File: src/rtl/quasisoc_pkg.sv
// quasisoc_pkg
// Shared definitions for the quasiSoC memory subsystem.
// - arb_state_e: arbiter FSM encoding (IDLE / ISSUE / CAPTURE)
// - OP_RD / OP_WE: encoding of the operation held in an arbiter slot
package quasisoc_pkg;

  typedef enum logic [1:0] {
    ST_IDLE    = 2'd0,
    ST_ISSUE   = 2'd1,
    ST_CAPTURE = 2'd2
  } arb_state_e;

  localparam logic OP_RD = 1'b0;
  localparam logic OP_WE = 1'b1;

endpackage

File: src/rtl/rr_pick2.sv
// rr_pick2
// Combinational two-way round-robin pick.
// Ports:
//   valid0, valid1 : slot valid bits
//   prio           : port that wins when both slots are valid
//   grant          : selected port index
//   grant_valid    : at least one slot is valid (grant is meaningful)
module rr_pick2 (
  input  logic valid0,
  input  logic valid1,
  input  logic prio,
  output logic grant,
  output logic grant_valid
);

  // With only slot 0 valid, valid1 = 0 selects port 0; with only slot 1
  // valid it selects port 1; the pointer only matters on contention.
  assign grant       = (valid0 && valid1) ? prio : valid1;
  assign grant_valid = valid0 | valid1;

endmodule

File: src/rtl/ram_arbiter2.sv
// ram_arbiter2
// Shares one single-port synchronous RAM (one-cycle registered read)
// between two masters using the quasiSoC slave handshake. Requests are
// latched into one slot per port, serialised onto the RAM in round-robin
// order, and read data is returned on the owning port.
// Ports:
//   clk, rst                  : clock, asynchronous active-high reset
//   mX_a, mX_d                : master X word address / write data
//   mX_rd, mX_we              : master X request pulses (we wins if both)
//   mX_spo                    : master X registered read data
//   mX_ready                  : master X idle / previous access complete
//   ram_a, ram_d              : RAM address / write data (hold when idle)
//   ram_rd, ram_we            : RAM strobes, high only in ISSUE
//   ram_spo                   : RAM registered read data
//
// state      | meaning
// -----------+--------------------------------------------------------
// ST_IDLE    | no access in flight, waiting for a valid slot
// ST_ISSUE   | RAM strobe asserted for the granted slot
// ST_CAPTURE | RAM read data valid; returned to the owner, next grant
module ram_arbiter2
  import quasisoc_pkg::*;
#(
  parameter int WIDTH = 32,
  parameter int DEPTH = 10
) (
  input  logic             clk,
  input  logic             rst,
  input  logic [DEPTH-1:0] m0_a,
  input  logic [WIDTH-1:0] m0_d,
  input  logic             m0_rd,
  input  logic             m0_we,
  output logic [WIDTH-1:0] m0_spo,
  output logic             m0_ready,
  input  logic [DEPTH-1:0] m1_a,
  input  logic [WIDTH-1:0] m1_d,
  input  logic             m1_rd,
  input  logic             m1_we,
  output logic [WIDTH-1:0] m1_spo,
  output logic             m1_ready,
  output logic [DEPTH-1:0] ram_a,
  output logic [WIDTH-1:0] ram_d,
  output logic             ram_we,
  output logic             ram_rd,
  input  logic [WIDTH-1:0] ram_spo
);

  arb_state_e       state_q, state_d;

  logic [1:0]       slot_vld_q, slot_vld_d;
  logic [1:0]       slot_op_q, slot_op_d;
  logic [DEPTH-1:0] slot_a_q [2];
  logic [DEPTH-1:0] slot_a_d [2];
  logic [WIDTH-1:0] slot_d_q [2];
  logic [WIDTH-1:0] slot_d_d [2];
  logic [1:0]       busy_q, busy_d;

  logic             prio_q, prio_d;
  logic             cur_port_q, cur_port_d;
  logic             cur_op_q, cur_op_d;

  logic [WIDTH-1:0] spo_q [2];
  logic [WIDTH-1:0] spo_d [2];

  logic [DEPTH-1:0] ram_a_q, ram_a_d;
  logic [WIDTH-1:0] ram_d_q, ram_d_d;
  logic             ram_rd_q, ram_rd_d;
  logic             ram_we_q, ram_we_d;

  logic [1:0]       req, req_we, free, load;
  logic [DEPTH-1:0] req_a [2];
  logic [WIDTH-1:0] req_d [2];

  logic             pick_port, pick_vld, grant_now;

  assign req       = {m1_rd | m1_we, m0_rd | m0_we};
  assign req_we    = {m1_we, m0_we};
  assign req_a[0]  = m0_a;
  assign req_a[1]  = m1_a;
  assign req_d[0]  = m0_d;
  assign req_d[1]  = m1_d;

  // A port can take a new request only when it has nothing pending and
  // does not own the in-flight access; anything else is dropped.
  assign free      = ~(slot_vld_q | busy_q);
  assign load      = req & free;

  assign m0_ready  = ~(m0_rd | m0_we | slot_vld_q[0] | busy_q[0]);
  assign m1_ready  = ~(m1_rd | m1_we | slot_vld_q[1] | busy_q[1]);

  assign m0_spo    = spo_q[0];
  assign m1_spo    = spo_q[1];
  assign ram_a     = ram_a_q;
  assign ram_d     = ram_d_q;
  assign ram_rd    = ram_rd_q;
  assign ram_we    = ram_we_q;

  rr_pick2 u_pick (
    .valid0      (slot_vld_q[0]),
    .valid1      (slot_vld_q[1]),
    .prio        (prio_q),
    .grant       (pick_port),
    .grant_valid (pick_vld)
  );

  always_comb begin
    state_d    = state_q;
    slot_vld_d = slot_vld_q;
    slot_op_d  = slot_op_q;
    slot_a_d   = slot_a_q;
    slot_d_d   = slot_d_q;
    busy_d     = busy_q;
    prio_d     = prio_q;
    cur_port_d = cur_port_q;
    cur_op_d   = cur_op_q;
    spo_d      = spo_q;
    ram_a_d    = ram_a_q;
    ram_d_d    = ram_d_q;
    ram_rd_d   = 1'b0;
    ram_we_d   = 1'b0;
    grant_now  = 1'b0;

    for (int p = 0; p < 2; p++) begin
      if (load[p]) begin
        slot_vld_d[p] = 1'b1;
        slot_op_d[p]  = req_we[p] ? OP_WE : OP_RD;
        slot_a_d[p]   = req_a[p];
        slot_d_d[p]   = req_d[p];
      end
    end

    case (state_q)
      ST_IDLE: begin
        if (pick_vld) grant_now = 1'b1;
      end
      ST_ISSUE: begin
        // The owner is busy, so its slot cannot be reloaded here.
        slot_vld_d[cur_port_q] = 1'b0;
        state_d                = ST_CAPTURE;
      end
      ST_CAPTURE: begin
        if (cur_op_q == OP_RD) spo_d[cur_port_q] = ram_spo;
        busy_d[cur_port_q] = 1'b0;
        if (pick_vld) grant_now = 1'b1;
        else          state_d   = ST_IDLE;
      end
      default: begin
        state_d = ST_IDLE;
      end
    endcase

    // RAM controls are registered on the grant edge so that the strobe is
    // high exactly during ISSUE and the address/data hold afterwards.
    if (grant_now) begin
      state_d            = ST_ISSUE;
      cur_port_d         = pick_port;
      cur_op_d           = slot_op_q[pick_port];
      busy_d[pick_port]  = 1'b1;
      prio_d             = ~pick_port;
      ram_a_d            = slot_a_q[pick_port];
      ram_d_d            = slot_d_q[pick_port];
      ram_rd_d           = (slot_op_q[pick_port] == OP_RD);
      ram_we_d           = (slot_op_q[pick_port] == OP_WE);
    end
  end

  always_ff @(posedge clk or posedge rst) begin
    if (rst) state_q <= ST_IDLE;
    else     state_q <= state_d;
  end

  always_ff @(posedge clk or posedge rst) begin
    if (rst) begin
      slot_vld_q  <= '0;
      slot_op_q   <= '0;
      slot_a_q[0] <= '0;
      slot_a_q[1] <= '0;
      slot_d_q[0] <= '0;
      slot_d_q[1] <= '0;
      busy_q      <= '0;
      prio_q      <= 1'b0;
      cur_port_q  <= 1'b0;
      cur_op_q    <= OP_RD;
      spo_q[0]    <= '0;
      spo_q[1]    <= '0;
      ram_a_q     <= '0;
      ram_d_q     <= '0;
      ram_rd_q    <= 1'b0;
      ram_we_q    <= 1'b0;
    end else begin
      slot_vld_q  <= slot_vld_d;
      slot_op_q   <= slot_op_d;
      slot_a_q    <= slot_a_d;
      slot_d_q    <= slot_d_d;
      busy_q      <= busy_d;
      prio_q      <= prio_d;
      cur_port_q  <= cur_port_d;
      cur_op_q    <= cur_op_d;
      spo_q       <= spo_d;
      ram_a_q     <= ram_a_d;
      ram_d_q     <= ram_d_d;
      ram_rd_q    <= ram_rd_d;
      ram_we_q    <= ram_we_d;
    end
  end

  // Requests on a port that is not free are dropped by the load logic;
  // these flag the master-side protocol error in simulation.
  a_m0_proto : assert property (@(posedge clk) disable iff (rst) !(req[0] && !free[0]))
    else $warning("ram_arbiter2: request on port 0 while not ready, ignored");
  a_m1_proto : assert property (@(posedge clk) disable iff (rst) !(req[1] && !free[1]))
    else $warning("ram_arbiter2: request on port 1 while not ready, ignored");

endmodule

File: config.mk
export PLATFORM = sky130hd
export DESIGN_NAME = ram_arbiter2
export DESIGN_NICKNAME = d
export VERILOG_FILES = /design/src/rtl/quasisoc_pkg.sv /design/src/rtl/rr_pick2.sv /design/src/rtl/ram_arbiter2.sv
export SDC_FILE = /design/constraint.sdc
export NUM_CORES = 1
export LEC_CHECK = 0
export ABC_AREA = 1
export BUFFER_PORTS_ARGS = -buffer_cell sky130_fd_sc_hd__buf_2
export CORE_MARGIN = 2
export CORE_UTILIZATION = 40
export CTS_BUF_LIST = sky130_fd_sc_hd__clkbuf_16
export DETAILED_ROUTE_END_ITERATION = 8
export GPL_ROUTABILITY_DRIVEN = 0
export PLACE_DENSITY_LB_ADDON = 0.2
export SKIP_LAST_GASP = 1
export SLEW_MARGIN = 25
export SYNTH_ARGS = -nofsm -noshare
export SYNTH_HDL_FRONTEND = slang
export SYNTH_SLANG_ARGS = --single-unit
File: constraint.sdc
create_clock -name clk -period 16.71 [get_ports clk]
set_clock_uncertainty 0.1 [all_clocks]
set_input_delay 0.8355 -clock clk [delete_from_list [all_inputs] [get_ports clk]]
set_output_delay 0.8355 -clock clk [all_outputs]
set_load 0.01 [all_outputs]
Yosys cells after proc, flatten, opt, wreduce, memory -nomap -nowiden
Cells that the tools add are included.
W data, S select, Z words.
{"block": "word_totals", "latch_bits": 0, "mem_bits_rw": 0, "in_bits": 122, "register_bits": 203, "rom_bits": 0, "memories": 0, "output_inout_bits": 110}
{"block": "classes", "n_lt_le_gt_ge": 7, "div": 0, "shift": 0, "n_mul": 0, "muxes": 30, "eq_ne": 4, "reduce_logical": 8, "n_bitwise": 21, "addsub": 0}
{"cell": "$mux W32", "n": 4}
{"cell": "$bwmux W64", "n": 1}
{"cell": "$demux W32 S1", "n": 1}
{"cell": "$mux W10", "n": 3}
{"cell": "$mux W1", "n": 13}
{"cell": "$mux W2", "n": 5}
{"cell": "$or A1 B1 Y1", "n": 7}
{"cell": "$and A2 B2 Y2", "n": 3}
{"cell": "$pmux W2 S3", "n": 1}
{"cell": "$not A1 Y1", "n": 5}
{"cell": "$ge A2 B2 Y1 const B", "n": 2}
{"cell": "$logic_and A1 B1 Y1", "n": 4}
{"cell": "$lt A1 B2 Y1 const B", "n": 2}
{"cell": "$not A1 Y2", "n": 2}
{"cell": "$not A2 Y2", "n": 2}
{"cell": "$or A2 B2 Y2", "n": 2}
{"cell": "$reduce_and A2 Y1", "n": 2}
{"cell": "$ne A3 B3 Y1 const B", "n": 1}
{"cell": "$demux W1 S1", "n": 2}
{"cell": "$eq A2 B1 Y1 const B", "n": 1}
{"cell": "$eq A2 B2 Y1 const B", "n": 1}
{"cell": "$ge A1 B1 Y1 const B", "n": 2}
{"cell": "$logic_not A2 Y1", "n": 1}
{"cell": "$lt A2 B1 Y1 const B", "n": 1}
{"cell": "2 further kinds", "n": 2}

Depth between registers and ports, before layout
Gate-level depths: netlist of the first run.
{"block": "depth", "word_depth": 9, "ltp_mapped": 7, "mapped_depth_nobuf": 6}

By module
A second synthesis of the first run with hierarchy kept.
{"block": "unflattened", "hier_cells": 1026, "area_unflattened_um2": 8808.4}
{"mod": "ram_arbiter2", "cells_each": 1021, "area_per_inst_um2": 8785.9, "instances": 1}
{"mod": "rr_pick2", "cells_each": 5, "area_per_inst_um2": 22.5, "instances": 1}

Worst setup path after synthesis of the first run
No wires, ideal clock.
{"block": "synth_timing", "kind": "in2out", "from": "in m0_we", "to": "out m0_ready", "n_path_buf": 1, "slack_ns": 14.330, "arrival_time_ns": 1.444, "stages": 4, "t_required_ns": 15.774, "path_cell_list": "inv_1 -> nand2_1 -> clkbuf_1 -> nor3_1"}
{"block": "synth_via", "elab_chain_len": 4}
{"item": "from (decl)", "line": "ram_arbiter2.sv:32", "rtl": "input logic m0_we,"}
{"item": "$or A1 B1 Y1 (3 in a row)", "line": "ram_arbiter2.sv:88", "rtl": "assign m0_ready = ~(m0_rd | m0_we | slot_vld_q[0] | busy_q[0]);"}
{"item": "$not A1 Y1", "line": "ram_arbiter2.sv:88"}
{"item": "to (decl)", "line": "ram_arbiter2.sv:34", "rtl": "output logic m0_ready,"}
No other way between the ends.

Worst setup path in the final report of the first run
{"block": "layout_timing", "from": "reg slot_vld_q[0]", "to": "reg cur_op_q"}
{"block": "layout_via", "elab_chain_len": 4, "elab_cells_between_ends": 7, "cone_classes": "mux: 5; bitwise: 1; reduce/logical: 1"}
{"item": "from (decl)", "line": "ram_arbiter2.sv:50", "rtl": "logic [1:0] slot_vld_q, slot_vld_d;"}
{"item": "from (signal assigned)", "line": "ram_arbiter2.sv:191", "rtl": "slot_vld_q <= slot_vld_d;"}
{"item": "$logic_and A1 B1 Y1", "line": "rr_pick2.sv:18", "rtl": "assign grant = (valid0 && valid1) ? prio : valid1;"}
{"item": "$mux W1", "line": "rr_pick2.sv:18"}
{"item": "$mux W1 (not written as such) (2 in a row)", "line": "ram_arbiter2.sv:157", "rtl": "cur_op_d = slot_op_q[pick_port];"}
{"item": "to (signal assigned)", "line": "ram_arbiter2.sv:198", "rtl": "cur_op_q <= cur_op_d;"}
{"item": "to (decl)", "line": "ram_arbiter2.sv:60", "rtl": "logic cur_op_q, cur_op_d;"}
Parallel ways exist; a longest one is shown, timed or not. The select of a mux whose other input is x is not followed.
A chain may end at the register's enable or synchronous reset.

==> impl_results.md, run 1 <==
* R2R cell count at 5
* Via Count at 6681
* WHS Path Cells at 1
* Critical path launch point type: flip-flop
* Hold Crit Class: reg2reg
* Net count after synthesis at 1047
* CTS tree: built
* Wirelength per Cell at 14.8 um
* Critical R2R Launch: slot_vld_q[0]
* Critical path type: reg2reg
* RSZ-0062 raised after global routing: no
* Seq cells post-synth at 203
* Initial Util at 0.411
* Post-Syn Area per Cell at 9.07 um2
* Most common cell after layout, fill and taps aside: buf_2
* Final HPWL DP at 13100 um
* Hold Crit Start: state_q[1]
* Synth cell types at 20
* Slew @ Worst Pin at 1.04 ns
* Largest net degree at the start of global routing at 131
* Final hold violation count at 0
* Vias/cell at 4.71
* Share of cells above drive strength 1 at 0.261
* CP Capture Type: flip-flop
* Placed cell area at 9640 um2
* Crit Path Max Fanout at 45
* First-pass GRT wire length at 33400 um
* Area contributors post-synth: dfrtp_1 (61%), nand2_1 (9.7%), nand3_1 (6.1%), inv_1 (5.1%), o21ai_0 (4.2%)
* Maximum clock path buffer count at 3
* Final instance area at 10300 um2
* Area growth, synth to finish at 23.0%
* Post-CTS Setup Bufs at 0
* Antenna Violating Nets Remaining at 0
* Internal reg-to-reg setup slack at 13.83 ns
* Final worst-path cycle share at 0.172
* Total CTS buffers at 23
* Worst-Skew Late Latency at 0.50 ns
* H-tree depth reported by CTS at 1
* # IOs at 232
* Die area at 22200 um2
* Arr. time, crit path at 3.16 ns
* Cells after Synth at 925
* Netlist Area Pre-Place at 8390 um2
* Clk sinks at 203
* CTS root buf: clkbuf_16
* Place WS at 13.80 ns
* Die Y-Extent at 149 um
* DRT Pass-1 Iters at 5
* RR Endpoint: cur_op_q
* Clock edge transition at the registers on the reported setup and hold paths at 0.06 ns
* Initial antenna violation count at 0
* Fmax at 0.348 GHz
* Maxcap violations at 0
* Slew Limit Fails at 0
* Residual DRC at 0
* CP required at 17.00 ns
* Row count at 52
* Die X-Extent at 149 um
* Filler cells at 2017
* Port bufs at 231
* Post-synth EDFFs at 0
* FFs w/ async S/R, synth at 1.00
* DRT Wirelength at 20900 um
* Leading area contributor after synthesis: dfrtp_1
* Hold worst-path end: state_q[1]
* Hold slack at 0.360 ns
* Lkg Pwr at 5.63 nW
* Top cell type's share of synthesized area at 0.605
* Sequential fraction of the synthesis area at 0.605
* Fin crit period at 2.88 ns
* Maximum VDD drop at 0.000101 V
* # setup viols final at 0
* Outcome: finished, final reports clean
* Gr ovfl total at 0
* Core Area at 20400 um2
* Hold Buf Count CTS at 0
* Pwr dens at 206 nW/um2
* Syn. warnings at 0
* Iteration-0 DRC Markers at 324
* Final Net Count at 1253
* All-Layer GR Usage at 0.187
* Commonest cells after routing, fill and taps aside: buf_2 (231), nand2_1 (216), dfrtp_1 (202)
* Number of global-route vias before repair at 6499
* Prevailing post-synth register cell: dfrtp_1
* Setup total negative slack at 0 ns
* Post-CTS sizing at 0
* Final WS setup at 13.83 ns
* Slew margin rel. at 0.305
## per-layer routing
metal,vias to the layer above,routed length (um),share of wire,global-route usage
met1,3129,9500,0.45,0.261
met2,206,9490,0.45,0.299
li1,3324,-,-,-
met3,22,1720,0.082,0.0492
met4,0,209,0.010,0.0314
met5,-,0,0,0
## how the worst max path moves through the flow
stage                  start         to  depth (start not counted)
2_1_floorplan            rst  busy_q[0]                          1
3_3_place_gp   slot_vld_q[0]   cur_op_q                          5
3_5_place_dp   slot_vld_q[0]   cur_op_q                          5
4_1_cts        slot_vld_q[0]   cur_op_q                          5
5_1_grt        slot_vld_q[0]   cur_op_q                          5
6_report       slot_vld_q[0]   cur_op_q                          5
## where the power goes
group	switching (W)	total (W)	internal (W)	leakage, nW
combinational	0.000524	0.000817	0.000293	2.92
clock	0.000193	0.000456	0.000263	0.343
sequential	0.000116	0.000855	0.000739	2.37
## state kept, by name (all words and copies together), names as in the netlist
register / count
ram_a: 10
prio_q: 1
ram_rd: 1
m0_spo: 32
cur_op_q: 1
busy_q: 2
slot_vld_q: 2
slot_d_q: 64
slot_a_q: 20
slot_op_q: 2
ram_we: 1
cur_port_q: 1
ram_d: 32
state_q: 2
m1_spo: 32
## Yosys cell counts (2+ instances only)
library cell    n
dfrtp_1       203
nand4_1         8
nand3_1       103
a21oi_1        49
nor3_1          2
o21ai_0        70
nand2_2         2
buf_4           4
buf_2          26
nor2_8          2
nor2_1         71
inv_1         114
a21oi_2        24
buf_6           8
nand3_2         2
nand2_4         2
clkbuf_1       17
nand2_1       216
## worst max-delay path, cell delays in order (launching register included)
cell and delay, ns:
dfrtp_1 0.57, nand2_2 0.65, nand2_2 1.05, nand2_1 0.17, nand3_1 0.14, nand2_1 0.06
## area by class of cell
type / instances / area, um2 / area share
clock buffers: 23 / 576 / 0.0558
clock inverters: 17 / 96.3 / 0.00934
well taps: 270 / 338 / 0.0327
inverters: 114 / 435 / 0.0422
diodes: 1 / 2.50 / 0.000243
repair buffers: 236 / 1200 / 0.116
flip-flops and latches: 203 / 5080 / 0.492
multi-input cells: 553 / 2590 / 0.251
## per-stage QoR
step           instances  total power [W]  utilization
2_1_floorplan        925          0.00141            -
3_3_place_gp        1376          0.00167        0.471
3_5_place_dp        1376          0.00169        0.472
4_1_cts             1416          0.00216        0.505
5_1_grt             1416          0.00231        0.505
6_report            1417          0.00213        0.505
## cells by family after synthesis
family / synth area share
AND/OR/NAND/NOR: 0.209
flip-flops: 0.605
buffers and inverters: 0.0884
AO/OA/AOI/OAI: 0.0971
Power figures use the tool's default switching activity.
==> inputs of run 2 (changes only) <==
- clock period: 16.71 -> 2.56 ns (I/O delays scaled with it)
==> run 2 against run 1 <==
Design area grew 13%; non-clock buffer count up 129; flip-flop and latch count is the same; sequential share of layout area shrank 5.5 points; worst setup slack lost 13 ns; clock-buffer cell count unchanged; routed wire length up 6.9%; via count grew 6.6%; utilization up 6.4 points; critical path depth down 1; combinational power rose to 6.9 times the previous value; critical endpoint is now m1_ready; largest power group unchanged.
==> impl_results.md, run 2 (synthesis gave the netlist of run 1 again) <==
* Row count at 52 (unchanged)
* Filler cells at 1834 (-9.1%)
* Max FFs per register at 64 (unchanged)
* Largest Register: slot_d_q
* Hold Buf Count CTS at 119 (+119)
* Total CTS buffers at 23 (unchanged)
* CP required at 2.33 ns (-14.67 ns)
* Final WS setup at 0.433 ns (-13.40 ns)
* Crit Path Max Fanout at 28 (-38%)
* Vias/cell at 4.60 (-2.3%)
* FF/Latch Area at 5080 um2 (unchanged)
* Area of the multi-input gates at 2580 um2 (-0.29%)
* Commonest cells after routing, fill and taps aside: buf_2 (231), nand2_1 (216), dfrtp_1 (202)
* All-Layer GR Usage at 0.203 (+0.0162)
* Outcome: finished, final reports clean
* H-tree depth reported by CTS at 1 (unchanged)
* Placed cell area at 9740 um2 (+1.1%)
* Initial Util at 0.411 (unchanged)
* Clk sinks at 203 (unchanged)
* Post-CTS sizing at 0 (unchanged)
* Maximum clock path buffer count at 3 (unchanged)
* Final Net Count at 1382 (+10%)
* Slew Limit Fails at 0 (unchanged)
* Final instance area at 11600 um2 (+13%)
* CP Capture Type: primary output
* # IOs at 232 (unchanged)
* Core Area at 20400 um2 (unchanged)
* Iteration-0 DRC Markers at 369 (+14%)
* CTS tree: built
* Pwr dens at 1220 nW/um2 (+490%)
* DRT Wirelength at 22400 um (+6.9%)
* Final Non-Filler Cells at 1546 (+9.1%)
* Final Util at 0.569 (+0.0637)
* Final hold violation count at 0 (unchanged)
* Worst-Skew Late Latency at 0.50 ns (about the same)
* Largest net degree at the start of global routing at 79 (-40%)
* Final worst-path cycle share at 0.831
* Clock edge transition at the registers on the reported setup and hold paths at 0.06 ns (about the same)
* Wirelength per Cell at 14.5 um (-2.0%)
* CTS root buf: clkbuf_16
* Maximum VDD drop at 0.000795 V (+690%)
* Critical path type: reg2out
* Place WS at 0.687 ns (-13.11 ns)
* RSZ-0062 raised after global routing: no
* Initial antenna violation count at 0 (unchanged)
* Most common cell after layout, fill and taps aside: buf_2
* Area growth, synth to finish at 38.5%
* DRT Pass-1 Iters at 4 (-1)
* Lkg Pwr at 6.19 nW (+9.9%)
* Fmax at 0.470 GHz
* Hold Crit Class: in2async
* Slew @ Worst Pin at 0.883 ns (-0.156 ns)
* Critical path launch point type: flip-flop
* Post-CTS Setup Bufs at 0 (unchanged)
* # setup viols final at 0 (unchanged)
* Die X-Extent at 149 um (unchanged)
* First-pass GRT wire length at 36500 um (+9.4%)
* Fin crit period at 2.13 ns
* Residual DRC at 0 (unchanged)
* Port bufs at 231 (unchanged)
* Die area at 22200 um2 (unchanged)
* Arr. time, crit path at 1.90 ns (-1.26 ns)
* Slew margin rel. at 0.411 (+0.106)
* Share of cells above drive strength 1 at 0.246 (-0.0148)
* N_diodes at 0 (-1)
* Die Y-Extent at 149 um (unchanged)
* Antenna Violating Nets Remaining at 0 (unchanged)
* Via Count at 7119 (+6.6%)
* Gr ovfl total at 0 (unchanged)
* Final HPWL DP at 14000 um (+6.5%)
* Maxcap violations at 0 (unchanged)
* Placed instance count at 1386 (+0.73%)
* Number of global-route vias before repair at 7207 (+11%)
run 2: cell types whose count changed in the layout (fill, tap and decap cells not counted), sizes merged:
cell and delta:
dlygate4sd3 +119, clkinvlp +3, clkinv -2, diode -1, buf +10
run 2: metal layers:
metal  vias to the layer above  global-route usage  part of all wire
li1                       3579                   -                 -
met1                      3309               0.275              0.44
met5                         -                   0                 0
met2                       200               0.335              0.47
met4                         0              0.0429             0.014
met3                        31              0.0498             0.073
run 2: per-stage QoR:
stage          hold slack, ns  setup TNS [ns]  power [W]
6_report               0.0872               0     0.0142
5_1_grt                 0.123               0     0.0154
4_1_cts                0.0855               0     0.0144
3_5_place_dp           0.0698               0     0.0111
3_3_place_gp           0.0691               0     0.0110
2_1_floorplan           0.176          -60.55    0.00922
run 2: worst max-delay path, cell delays in order (launching register included):
cell,delay (ns)
dfrtp_2,0.41
buf_4,0.31
buf_4,0.39
nor3_1,0.11
buf_2,0.17
run 2: final timing paths:
| check | startpoint | end | slack (ns) | cells past startpoint |
|---|---|---|---|---|
| setup / recovery | slot_vld_q[1] | m1_ready | 0.43 | 4 |
| hold / removal | rst | m1_spo[3] | 0.09 | 3 |
| setup reg to reg | slot_vld_q[1] | ram_d[4] | 0.68 | 6 |
| hold reg to reg | state_q[1] | state_q[1] | 0.36 | 1 |
| max in group asynchronous | rst | slot_d_q[53] | 1.43 | 4 |
| min in group clk | m1_rd | slot_a_q[7] | 0.16 | 5 |
run 2: final cells by class:
class | count | area share
tap | 270 | 0.0291
inverter | 114 | 0.0372
sequential | 203 | 0.437
timing repair buffer | 365 | 0.215
clock inverter | 18 | 0.00958
clock buffer | 23 | 0.0495
multi-input combinational | 553 | 0.222
run 2: report_power, final:
part	switching, W	internal [W]	leakage, nW
clock network	0.00127	0.00173	0.352
registers	0.000773	0.00483	2.37
logic	0.00348	0.00212	3.47
total	0.00553	0.00867	6.19
